===== src/rtl/mem_stage.sv =====
// Memory-access stage: word loads/stores over a req/ack port, everything else passes through.
// One registered result per instruction; upstream is stalled while an access is in flight.
module mem_stage #(
    parameter int         TIMEOUT_CYCLES         = 16,
    parameter logic [4:0] IMMEDIATE_TYPE         = 5'b00100,
    parameter logic [4:0] REGISTER_REGISTER_TYPE = 5'b01100,
    parameter logic [4:0] LOAD_TYPE              = 5'b00000,
    parameter logic [4:0] STORE_TYPE             = 5'b01000,
    parameter logic [4:0] BRANCH_TYPE            = 5'b11000,
    parameter logic [4:0] MAC_TYPE               = 5'b11111
) (
    input  logic        Clk_In,
    input  logic        Reset_N_In,
    input  logic        Valid_In,
    input  logic [31:0] Inst_In,
    input  logic [4:0]  Inst_Type_In,
    input  logic [31:0] Result_In,
    input  logic [31:0] Operand_B_In,
    output logic        Stall_Out,
    output logic        Mem_Req_Out,
    output logic        Mem_We_Out,
    output logic [31:0] Mem_Addr_Out,
    output logic [31:0] Mem_WData_Out,
    input  logic        Mem_Ack_In,
    input  logic [31:0] Mem_RData_In,
    output logic        Valid_Out,
    output logic [31:0] Inst_Out,
    output logic [31:0] Result_Out,
    output logic        Reg_Write_Out,
    output logic        Misaligned_Out,
    output logic        Bus_Error_Out
);

    localparam int CW = $clog2(TIMEOUT_CYCLES + 1);
    localparam logic [CW-1:0] TIMEOUT_VAL = CW'(TIMEOUT_CYCLES);

    typedef enum logic {
        IDLE,
        ACCESS
    } state_t;

    state_t         state;
    state_t         state_next;
    logic [CW-1:0]  cnt;
    logic [CW-1:0]  cnt_inc;
    logic [31:0]    inst_lat;
    logic           accept;
    logic           is_load;
    logic           is_store;
    logic           is_mem;
    logic           aligned;
    logic           ack_seen;
    logic           timeout_hit;
    logic           writes_rd;

    assign accept      = Valid_In && (state == IDLE);
    assign is_load     = (Inst_Type_In == LOAD_TYPE);
    assign is_store    = (Inst_Type_In == STORE_TYPE);
    assign is_mem      = is_load || is_store;
    assign aligned     = (Result_In[1:0] == 2'b00);
    assign ack_seen    = Mem_Ack_In && Mem_Req_Out;
    assign cnt_inc     = cnt + CW'(1);
    assign timeout_hit = (cnt_inc == TIMEOUT_VAL);
    assign Stall_Out   = (state != IDLE);

    // Only ALU-style types write rd on pass-through; branch, MAC and unknown codes do not.
    always_comb begin
        writes_rd = 1'b0;
        case (Inst_Type_In)
            IMMEDIATE_TYPE, REGISTER_REGISTER_TYPE: writes_rd = 1'b1;
            BRANCH_TYPE, MAC_TYPE:                  writes_rd = 1'b0;
            default:                                writes_rd = 1'b0;
        endcase
    end

    always_comb begin
        state_next = state;
        case (state)
            IDLE:    if (accept && is_mem && aligned) state_next = ACCESS;
            ACCESS:  if (ack_seen || timeout_hit) state_next = IDLE;
            default: state_next = IDLE;
        endcase
    end

    always_ff @(posedge Clk_In or negedge Reset_N_In) begin
        if (!Reset_N_In) begin
            state <= IDLE;
        end else begin
            state <= state_next;
        end
    end

    // Ack takes priority over the timeout when both land on the same edge.
    always_ff @(posedge Clk_In or negedge Reset_N_In) begin
        if (!Reset_N_In) begin
            cnt            <= '0;
            inst_lat       <= '0;
            Mem_Req_Out    <= 1'b0;
            Mem_We_Out     <= 1'b0;
            Mem_Addr_Out   <= '0;
            Mem_WData_Out  <= '0;
            Valid_Out      <= 1'b0;
            Inst_Out       <= '0;
            Result_Out     <= '0;
            Reg_Write_Out  <= 1'b0;
            Misaligned_Out <= 1'b0;
            Bus_Error_Out  <= 1'b0;
        end else begin
            Valid_Out      <= 1'b0;
            Reg_Write_Out  <= 1'b0;
            Misaligned_Out <= 1'b0;
            Bus_Error_Out  <= 1'b0;
            case (state)
                IDLE: begin
                    cnt <= '0;
                    if (accept) begin
                        if (is_mem && aligned) begin
                            inst_lat      <= Inst_In;
                            Mem_Req_Out   <= 1'b1;
                            Mem_We_Out    <= is_store;
                            Mem_Addr_Out  <= Result_In;
                            Mem_WData_Out <= is_store ? Operand_B_In : 32'h0;
                        end else begin
                            Valid_Out      <= 1'b1;
                            Inst_Out       <= Inst_In;
                            Result_Out     <= Result_In;
                            Reg_Write_Out  <= writes_rd && !is_mem;
                            Misaligned_Out <= is_mem;
                        end
                    end
                end
                ACCESS: begin
                    if (ack_seen) begin
                        cnt           <= '0;
                        Mem_Req_Out   <= 1'b0;
                        Mem_We_Out    <= 1'b0;
                        Valid_Out     <= 1'b1;
                        Inst_Out      <= inst_lat;
                        Result_Out    <= Mem_We_Out ? Mem_Addr_Out : Mem_RData_In;
                        Reg_Write_Out <= !Mem_We_Out;
                    end else if (timeout_hit) begin
                        cnt           <= '0;
                        Mem_Req_Out   <= 1'b0;
                        Mem_We_Out    <= 1'b0;
                        Valid_Out     <= 1'b1;
                        Inst_Out      <= inst_lat;
                        Result_Out    <= Mem_Addr_Out;
                        Bus_Error_Out <= 1'b1;
                    end else begin
                        cnt <= cnt_inc;
                    end
                end
                default: cnt <= '0;
            endcase
        end
    end

endmodule

===== config.mk =====
export PLATFORM = sky130hd
export DESIGN_NAME = mem_stage
export DESIGN_NICKNAME = d
export VERILOG_FILES = /design/src/rtl/mem_stage.sv
export SDC_FILE = /design/constraint.sdc
export NUM_CORES = 1
export LEC_CHECK = 0
export CAP_MARGIN = 10
export CORE_MARGIN = 2
export CORE_UTILIZATION = 24
export DETAILED_ROUTE_END_ITERATION = 12
export DONT_BUFFER_PORTS = 1
export PLACE_DENSITY = 0.4
export SETUP_SLACK_MARGIN = 0.15
export SLEW_MARGIN = 30
export SYNTH_ARGS = -nofsm -noshare
export SYNTH_HDL_FRONTEND = slang
export SYNTH_SLANG_ARGS = --single-unit

===== constraint.sdc =====
create_clock -name Clk_In -period 1.6 [get_ports Clk_In]
set_input_delay 0.16 -clock Clk_In [delete_from_list [all_inputs] [get_ports Clk_In]]
set_output_delay 0.16 -clock Clk_In [all_outputs]
set_load 0.02 [all_outputs]

# Yosys cells after proc, flatten, opt, wreduce, memory -nomap -nowiden
# Cells that the tools add are included.
# totals
n_memories	0
romBits	0
regBits	172
out_inout_bits	135
in_bits	137
latch_bits	0
mem_bits_rw	0
# op_classes
n_lt_le_gt_ge	0
n_bitwise	1
n_shift	0
eq_ne	8
n_mux	41
reduce_logical	16
n_addsub	1
div	0
multipliers	0
# ops
cell	count
32-bit two-way mux	10
32-bit case mux with 2 select lines	2
1-bit two-way mux	21
5-bit by 4-bit equality test with 1-bit output, second input constant	2
5-bit two-way mux	2
1-bit case mux with 2 select lines	5
5-bit case mux with 2 select lines	1
3-bit AND reduction	3
1-bit logical AND	6
5-bit by 1-bit adder with 5-bit output, second input constant	1
5-bit by 3-bit equality test with 1-bit output, second input constant	1
5-bit equality test, second input constant	1
5-bit zero test	1
2-bit != test, second input constant	2
3-bit by 1-bit != test with 1-bit output, second input constant	1
1-bit zero test	2
2-bit zero test	1
1-bit logical OR	2
2-bit by 1-bit != test with 1-bit output, second input constant	1
2-bit OR reduction	1
1-bit inverter	1

# Longest topological paths before layout
# depth
depth_word	7
mapped_depth	8

# Least setup slack after synthesis
# No wires, ideal clock.
# synth_timing
kind	register to register
from	register state (netlist: Stall_Out)
to	register Inst_Out[10]
required_time_ns	1.475
period_less_slack_ns	1.816
path_buffers	2
t_arrival_ns	1.691
slack_ns	-0.216
path_stages_with_launch	5
setup_time_ns	0.125
path_cell_list	dfrtp_1 > buf_2 > clkbuf_1 > mux2_2 > mux2_4
# synth_via
elab_chain_len	4
word_cells_on_any_way	7
# synth_lines
item	line_no	text
start, declared	42	state_t state;
start signal, assigned	89	state <= state_next;
1-bit inverter (no line)	--	
1-bit logical AND	56	assign accept = Valid_In && (state == IDLE);
2-bit != test (no line)	--	
3-bit AND reduction (no line)	--	
end signal, assigned	125	Inst_Out <= Inst_In;
end signal, assigned	138	Inst_Out <= inst_lat;
end signal, assigned	146	Inst_Out <= inst_lat;
end, declared	27	output logic [31:0] Inst_Out,
# Parallel ways exist; a longest one is shown, timed or not.
# A chain may end at the register's enable or synchronous reset.

# Worst setup path in the final report
# layout_timing
from	register cnt[0]
to	register Inst_Out[3]
# layout_via
elab_chain_len	4
# layout_lines
item	line_no	text
start, declared	44	logic [CW-1:0] cnt;
start signal, assigned	150	cnt <= cnt_inc;
5-bit by 1-bit adder with 5-bit output	62	assign cnt_inc = cnt + CW'(1);
5-bit equality test	63	assign timeout_hit = (cnt_inc == TIMEOUT_VAL);
3-bit by 1-bit != test with 1-bit output (no line)	--	
3-bit AND reduction (no line)	--	
# No other way between the ends.

==> metrics.txt <==
CP most frequent cell buf_12; chip height about 190 um; Critical Path Start Type flop; # IOs around 270; CP Cell Sequence nand2_2 > mux2i_4 > a31oi_4 > nor2_4 > buf_12 > buf_12 > buf_12 > mux2_4; minimum clock period approximately 1900 ps; synth warn 0; setup_tns -14860 ps; largest net degree at the start of global routing approximately 170; # nets final a little over 900; Final Slew Violations 0; GRT overflow 0; gr busiest metal met2; slowest stage delay, CP roughly 410 ps; Hold Path Class primary input to async pin; Area Growth Syn to Fin 41.5%; Worst Path Max Fanout 7; Yosys reg bits approximately 170; site row count 67; CTS tree done; worst setup margin -268 ps; syn_nets between 700 and 800; ranking of synthesized cells by area dfrtp_1, mux2_4, mux2_2; Yosys top cell area share 0.532; Required @ worst endpoint 1920 ps; Remaining DRCs 0; status complete, but fails checks; Tcrit/Tclk final 1.17; Detail Placement HPWL about 15000 um; commonest cells in the netlist dfrtp_1, mux2_4, nand2_1; vias after detailed routing approximately 5300; port buffer count 0; CP endpoint kind flop; Worst VDD drop slightly above 0.7 mV; Seq/Total Area, Yosys 0.532; initial drt markers approximately 170; Layout Skew ~9.1 ps; final WL 23600 um; RSZ-0062 raised after global routing yes; Critical R2R Capture Inst_Out[3]$_DFFE_PN0P_; Flop pwr share 0.490; initial antenna violation count 2; gr usage total 0.137; WP data arrival about 2200 ps; global placement routability congestion 0.792; leak pwr 0.00539 uW; first-pass GRT wire length about 36000 um; mapped cell area roughly 8000 um2; hold buffers post-CTS slightly below 100; PwrDens 1350 nW/um2; max-cap violation count 0; r2r setup slk -270 ps; Crit-path slowest cell dfrtp_1; die width 188 um; H-tree depth 4; Worst Path Buf+Inv 3; R2R Path Start cnt[0]$_DFF_PN0_; GR Util met3 0.0518; Internal Dissipation about 10000 uW; Netlist cell types 29; starting density of the core 0.242; endpoints failing hold around 170; Slew @ Worst Pin between 300 and 400 ps; Clock Latency Late Sink ~440 ps; Synth Flop Type dfrtp_1; number of global-route vias before repair about 5900; Post-synth EDFFs 0; antenna violation net count after detailed routing 0; clock power share 0.267; Mapped Avg Cell Area 13.2 um2; DR vias/cell ~4.3; share of flip-flops with an asynchronous set or reset 1.00; clock sink total around 170; Max Root-Sink Buffers 2; Comb pwr share 0.243; hold_ws -583 ps; met2 Track Usage GR 0.217; most common cell in the netlist dfrtp_1; normalized max-slew margin 0.768; Final setup violation count between 90 and 100; switch share 0.345; Synth area leader dfrtp_1; Core Area 33400 um2; met1 usage 0.172; layout cells sized above 1 0.423; die area between 30000 and 40000 um2; CTS clk-pin slew, worst paths approximately 70 ps; router iterations before antenna repair 4; WL per Instance 19.2 um; failing checks negative hold slack, negative setup slack; sw power roughly 5300 uW; Mapped Cells a little over 600; Largest delay share family, worst path multiplexers; Max Freq 0.535 GHz; total CTS buffers 17; worst-case reg-to-reg path depth 8; clock root cell clkbuf_16; pre-CTS setup slack -294 ps; Crit Path Class flop to flop
placed cells by master (no fill, tap or decap), types with 9 or more instances in the layout:
cell type / n
nand2_1: 42
a21oi_1: 34
o21ai_2: 17
nand2_4: 11
dfrtp_1: 170
buf_16: 16
buf_12: 20
mux2_4: 114
nor2_1: 38
nand2_2: 21
mux2i_1: 33
clkbuf_16: 17
buf_4: 27
o21ai_1: 17
mux2_2: 44
dlygate4sd3_1: 99
buf_8: 9
timing repair:
item / in CTS / in global routing
endpoints found under the hold margin: 312 / 172
setup buffers: 21 / 3
resized for setup: 81 / 37
gates cloned: 13 / 0
endpoints found under the setup margin: 156 / 166
pin swaps: 7 / 3
cells by family (layout without fill, tap and decap cells):
kind of cell,after synthesis,count (layout),synth area share
buffers and inverters,41,210,0.0398
adders and majority gates,1,1,0.00155
muxes,192,192,0.314
xor gates and xnor gates,2,2,0.00217
AOI/OAI and AO/OA,72,72,0.0447
and+or+nand+nor,131,131,0.0662
DFF,172,172,0.532
other,0,2,0
layout make-up:
class,instances,area (um2)
flip-flops and latches,172,4310
clock inverters,11,111
diodes,2,5.00
repair buffers,178,2250
clock buffers,20,457
multi-input cells,398,3750
fillers,3324,21900
well taps,448,561
inverters,1,3.75
sequential cells by signal, indices dropped and copies added (netlist names):
register and count:
Mem_Req_Out 1, Valid_Out 1, Mem_Addr_Out 32, Result_Out 32, Mem_We_Out 1, cnt 5, inst_lat 32, Inst_Out 32
Misaligned_Out 1, Stall_Out 1, Reg_Write_Out 1, Bus_Error_Out 1, Mem_WData_Out 32
through the flow:
step	power, uW	area, um2	hold slack, ps	utilization	std cells
6_report	15400	11400	-583	0.343	1230
5_1_grt	16200	11400	-628	0.343	1230
4_1_cts	15600	11300	-620	0.338	1225
3_5_place_dp	10900	8840	-129	0.265	1061
3_3_place_gp	10900	8840	-129	0.265	1061
2_1_floorplan	9910	8110	-136	-	611
per-layer routing:
layer | wire length [um] | share of wire
met1 | 10100 | 0.43
met2 | 11100 | 0.47
met3 | 1830 | 0.078
met4 | 511 | 0.022
met5 | 0 | 0
power by group through the flow:
| stage | Combinational (uW) | Sequential (uW) | Clock [uW] |
|---|---|---|---|
| after global placement | 3200 | 7660 | 0 |
| after floorplan | 2700 | 7220 | 0 |
| after CTS | 3730 | 7600 | 4280 |
| after detailed placement | 3280 | 7660 | 0 |
| final | 3740 | 7570 | 4120 |
| after global routing | 4040 | 7720 | 4480 |
how the worst max path moves through the flow:
stage / endpoint / slack (ps) / from / depth (start not counted)
detailed placement: Result_Out[5]$_DFFE_PN0P_ / -290 / cnt[3]$_DFF_PN0_ / 7
global route: Result_Out[10]$_DFFE_PN0P_ / -330 / cnt[0]$_DFF_PN0_ / 7
floorplan: Inst_Out[0]$_DFFE_PN0P_ / -120 / cnt[3]$_DFF_PN0_ / 7
global placement: Result_Out[3]$_DFFE_PN0P_ / -250 / cnt[3]$_DFF_PN0_ / 7
finish: Inst_Out[3]$_DFFE_PN0P_ / -270 / cnt[0]$_DFF_PN0_ / 8
CTS: Inst_Out[7]$_DFFE_PN0P_ / -270 / cnt[0]$_DFF_PN0_ / 8
Power figures use the tool's default switching activity.
